--- config.mk ---
export PLATFORM = sky130hd
export DESIGN_NAME = simple_stim_driver
export DESIGN_NICKNAME = d
export VERILOG_FILES = /design/src/rtl/simple_stim_driver.sv
export SDC_FILE = /design/constraint.sdc
export NUM_CORES = 1
export LEC_CHECK = 0
export CELL_PAD_IN_SITES_DETAIL_PLACEMENT = 0
export CELL_PAD_IN_SITES_GLOBAL_PLACEMENT = 1
export CORE_MARGIN = 1.5
export CORE_UTILIZATION = 40
export DETAILED_ROUTE_END_ITERATION = 10
export PLACE_DENSITY_LB_ADDON = 0.1
export SLEW_MARGIN = 40
export SYNTH_ARGS = -nofsm -noshare
export SYNTH_HDL_FRONTEND = slang
export SYNTH_SLANG_ARGS = --single-unit
--- constraint.sdc ---
create_clock -name iccad_clk -period 2.2 [get_ports iccad_clk]
set_clock_uncertainty 0.1 [all_clocks]
set_input_delay 0.22 -clock iccad_clk [delete_from_list [all_inputs] [get_ports iccad_clk]]
set_output_delay 0.22 -clock iccad_clk [all_outputs]
set_load 0.05 [all_outputs]
--- src/rtl/simple_stim_driver.sv ---
// simple_stim_driver
//   Transmit side for the `simple` benchmark core. A stimulus word of VECS
//   2-bit vectors is accepted over a valid/ready handshake. Its vectors are
//   then driven one per clock onto the core's inp1/inp2 inputs. The core's
//   `out` is sampled LAT cycles after each vector, and the captured bits are
//   returned as one response word over a second valid/ready handshake.
//
// Ports
//   iccad_clk    clock, rising edge
//   iccad_rst_n  asynchronous active-low reset
//   in_valid     stimulus word valid
//   in_ready     high while IDLE (combinational from state)
//   in_data      vector k = {in_data[2k+1] (inp2), in_data[2k] (inp1)}
//   inp1, inp2   registered drives to the core inputs
//   out_obs      core `out`, sampled on clock edges
//   rsp_valid    response word valid
//   rsp_ready    consumer accepts the response
//   rsp_data     bit k = out_obs sampled for vector k
//   busy         high whenever the state is not IDLE
module simple_stim_driver #(
  parameter int VECS = 8,
  parameter int LAT  = 2,
  parameter int CW   = 5
) (
  input  logic              iccad_clk,
  input  logic              iccad_rst_n,
  input  logic              in_valid,
  output logic              in_ready,
  input  logic [2*VECS-1:0] in_data,
  output logic              inp1,
  output logic              inp2,
  input  logic              out_obs,
  output logic              rsp_valid,
  input  logic              rsp_ready,
  output logic [VECS-1:0]   rsp_data,
  output logic              busy
);

  localparam logic [1:0] ST_IDLE = 2'd0;
  localparam logic [1:0] ST_RUN  = 2'd1;
  localparam logic [1:0] ST_DONE = 2'd2;

  logic [1:0]        state_q, state_d;
  logic [CW-1:0]     cnt_q, cnt_d;
  logic [2*VECS-1:0] data_q, data_d;
  logic              inp1_q, inp1_d;
  logic              inp2_q, inp2_d;
  logic              rsp_valid_q, rsp_valid_d;
  logic [VECS-1:0]   rsp_data_q, rsp_data_d;

  // cnt_nxt is the step being entered on this edge. Vector cnt_nxt is
  // driven, and response bit (cnt_nxt - LAT) is captured.
  logic [CW-1:0]   cnt_nxt;
  logic [VECS-1:0] vec_hit;   // one-hot: vector gi is driven on this edge
  logic [VECS-1:0] cap_hit;   // one-hot: response bit gi is captured on this edge
  logic [VECS-1:0] vec_inp1;
  logic [VECS-1:0] vec_inp2;
  logic            last_cap;

  assign cnt_nxt  = cnt_q + CW'(1);
  assign last_cap = (cnt_nxt == CW'(VECS - 1 + LAT));

  genvar gi;
  generate
    for (gi = 0; gi < VECS; gi++) begin : g_vec
      assign vec_hit[gi]  = (cnt_nxt == CW'(gi));
      assign cap_hit[gi]  = (cnt_nxt == CW'(gi + LAT));
      assign vec_inp1[gi] = data_q[2*gi];
      assign vec_inp2[gi] = data_q[2*gi+1];
    end
  endgenerate

  always_comb begin
    state_d     = state_q;
    cnt_d       = cnt_q;
    data_d      = data_q;
    inp1_d      = inp1_q;
    inp2_d      = inp2_q;
    rsp_valid_d = rsp_valid_q;
    rsp_data_d  = rsp_data_q;

    case (state_q)
      ST_IDLE: begin
        inp1_d = 1'b0;
        inp2_d = 1'b0;
        if (in_valid) begin
          data_d     = in_data;
          inp1_d     = in_data[0];
          inp2_d     = in_data[1];
          cnt_d      = '0;
          rsp_data_d = '0;
          state_d    = ST_RUN;
        end
      end
      ST_RUN: begin
        cnt_d      = cnt_nxt;
        // Once every vector has been sent, vec_hit is all-zero and the
        // core inputs fall to 0 while the tail of the latency drains.
        inp1_d     = |(vec_hit & vec_inp1);
        inp2_d     = |(vec_hit & vec_inp2);
        rsp_data_d = (rsp_data_q & ~cap_hit) | (cap_hit & {VECS{out_obs}});
        if (last_cap) begin
          rsp_valid_d = 1'b1;
          state_d     = ST_DONE;
        end
      end
      ST_DONE: begin
        inp1_d = 1'b0;
        inp2_d = 1'b0;
        if (rsp_ready) begin
          rsp_valid_d = 1'b0;
          state_d     = ST_IDLE;
        end
      end
      default: begin
        // Unused encoding: fall back to a quiet IDLE.
        state_d     = ST_IDLE;
        cnt_d       = '0;
        inp1_d      = 1'b0;
        inp2_d      = 1'b0;
        rsp_valid_d = 1'b0;
      end
    endcase
  end

  always_ff @(posedge iccad_clk or negedge iccad_rst_n) begin
    if (!iccad_rst_n) begin
      state_q     <= ST_IDLE;
      cnt_q       <= '0;
      data_q      <= '0;
      inp1_q      <= 1'b0;
      inp2_q      <= 1'b0;
      rsp_valid_q <= 1'b0;
      rsp_data_q  <= '0;
    end else begin
      state_q     <= state_d;
      cnt_q       <= cnt_d;
      data_q      <= data_d;
      inp1_q      <= inp1_d;
      inp2_q      <= inp2_d;
      rsp_valid_q <= rsp_valid_d;
      rsp_data_q  <= rsp_data_d;
    end
  end

  assign in_ready  = (state_q == ST_IDLE);
  assign busy      = (state_q != ST_IDLE);
  assign inp1      = inp1_q;
  assign inp2      = inp2_q;
  assign rsp_valid = rsp_valid_q;
  assign rsp_data  = rsp_data_q;

endmodule

==> metrics.cfg <==
[yosys]
synth-async-reset-ratio_pct = 100.0
synth.distinct_cells = 43
synth_top_area_share_pct = 49.06
yosysWarnings = 0
avgSynthCellArea_sq_um = 10.98
synth_edf_count = 0
seq_area_frac_synth_pct = 49.06
synth_area_sq_um = 1734
synthTopCellsByArea = dfrtp_1 (49%), mux2_2 (9.1%), nand2_1 (4.3%)
synthCells = 158
yosysTopAreaCell = dfrtp_1
synth.net_count = 184
synth_flop_cell = dfrtp_1
ys_ff_latch = 34

[timing]
drv_slew = 0
whs_ns = 0.2410
layout_min_cycle_time_ns = 2.079
rsz0062_at_grt = no
finalSetupViolCount = 0
max_slew.worst_pin.slew_ns = 0.5251
tns_ns = 0
max_clock_freq_mhz = 481.0
post-route-period-util_pct = 94.49
final-hold-violation-count = 0
slew_headroom_pct = 64.88

[route]
drt_iter0_markers = 64
viasPerCell = 5.484
totalWireLength_mm = 3.985
ant_nets = 0
dr.pass1.iters = 6
drc = 0
num_vias = 1349
detail_route.wl_per_cell_um = 16.20

[worst_setup_path]
endpoint_kind = register
startpoint_type = register
crit_type = register to register
critPathMaxStageDelay_ns = 0.45
path_cells = ha_1, nor3b_1, a41oi_1, nor3_2, nand2_1, a32o_1
crit_slowest_cell = dfrtp_1
rrSetupSlack_ns = 0.12
crit_arrival_ns = 2.16
critPathMaxFanout = 9
crit_required_ns = 2.28

[pwr]
vdd_ir_drop_max_mv = 0.6931
powerDensity_nw_per_um2 = 1442
p_leak_nw = 0.9740

[clock_network]
clk_latency_ns = 0.29
clkTransAtPathRegs_ns = 0.07
cts_setup_buffers = 0
cts_max_level = 2
ctsRootBufferMaster = clkbuf_8
clockBufferDepth = 2
numCtsBuffers = 5
cts_tree = built
cts.sinks = 34

[cells_and_area]
diodes = 0
nNetsFinal = 221
final_common_cell = dfrtp_1
most-common-layout-cells = dfrtp_1 (34), clkdlybuf4s50_1 (32), nand2_1 (20)
drive_gt1_share_pct = 17.86
syn_to_final_growth_pct = 28.07

[place]
numPortBuffers = 33
gp_congestion = 0.8712
dp_hpwl_mm = 2.885

[global_routing]
grt_pass1_vias = 1255
grt_pass1_wl_mm = 6.437
grt_usage_pct = 19.49
gr-total-overflow = 0
grt_antenna_before_repair = 0
grt_max_degree = 35

[die]
core_area_sq_um = 4086
ios = 34
initial_utilization_pct = 42.44
die_y_um = 68.85
dieWidth_um = 68.85
die-area_sq_um = 4740
rows = 23

[job]
max_cap_violations = 0

[hold_path]
min-delay-path-class = input pin to asynchronous set/reset pin

[run_status]
status = finished clean

-- area by class of cell --
class / count / area, sq um
Inverter: 9 / 33.78
Multi-Input combinational cell: 107 / 808.3
Sequential cell: 34 / 850.8
Clock buffer: 6 / 82.58
Tap cell: 50 / 62.56
Fill cell: 379 / 1866
Clock inverter: 2 / 12.51
Timing Repair Buffer: 38 / 370.4
-- report_power, final --
part	internal, mW	switching (mW)	total [mW]
Combinational	0.699	0.933	1.63
Sequential	0.889	0.197	1.09
Clock	0.251	0.232	0.483
Total	1.84	1.36	3.20
-- path summary, 6_finish.rpt --
check                            startpoint          end  cells past startpoint
worst max-delay path               cnt_q[0]  rsp_data[2]                      6
min in group iccad_clk           in_data[3]    data_q[3]                      3
worst min register to register    rsp_valid    rsp_valid                      2
worst max register to register     cnt_q[0]  rsp_data[2]                      6
worst min-delay path            iccad_rst_n    rsp_valid                      2
max in group asynchronous       iccad_rst_n   state_q[1]                      2
-- what timing repair did --
action / 4_1_cts / 5_1_grt
endpoints found under the setup margin: 0 / 4
hold endpoints to repair: 0 / 0
hold buffers: 0 / 0
resized for setup: 0 / 2
-- through the flow --
step                util, %  std cells  cell area (sq um)  setup slack, ns  power, mW
floorplan                 -        158               1734         0.009392      2.250
CTS                   54.13        246               2212          0.07144      3.235
global placement      51.81        238               2117           0.2726      2.706
global route          54.35        246               2221          0.01440      3.464
finish                54.35        246               2221           0.1211      3.202
detailed placement    51.81        238               2117           0.1898      2.734
-- Yosys cell counts (2+ instances only) --
library cell / n
o31ai_1: 2
dfrtp_1: 34
a21boi_1: 2
nand2_1: 20
o22ai_1: 3
buf_2: 5
nor4_1: 2
ha_1: 5
mux2_2: 14
a21oi_1: 3
inv_1: 9
a222oi_1: 2
nor2_1: 5
o21ai_0: 9
a22oi_1: 4
nand3_1: 6
a32o_1: 3
and2_1: 2
a221o_1: 2
mux2i_1: 3
-- worst max-delay path, delay by kind of cell, from the launching register on --
kind            cells  cell delay [ns]
fa+ha+maj           1             0.35
simple gates        3             0.66
flops               1             0.45
compound gates      2             0.41
-- cell families after synthesis --
| family | Yosys count | synth area share, % |
|---|---|---|
| buffers and inverters | 17 | 4.689 |
| muxes | 17 | 10.82 |
| adders and majority gates | 5 | 3.608 |
| and+or+nand+nor | 45 | 13.85 |
| AOI/OAI and AO/OA | 38 | 16.52 |
| xor gates and xnor gates | 2 | 1.443 |
| DFF | 34 | 49.06 |
-- routing by layer --
metal | GRT usage, % | wire length, um | vias up | part of all wire [%]
met1 | 25.83 | 1859 | 658 | 47
met2 | 29.57 | 1830 | 39 | 46
met4 | 6.618 | 55 | 0 | 1.4
met3 | 6.981 | 238 | 7 | 6.0
met5 | 0 | 0 | - | 0
li1 | - | - | 645 | -
-- state kept, by name, summed over array words and instances, names as in the netlist --
signal	count
data_q	16
inp1	1
state_q	2
rsp_data	8
inp2	1
cnt_q	5
rsp_valid	1
(Power assumes the default switching activity.)
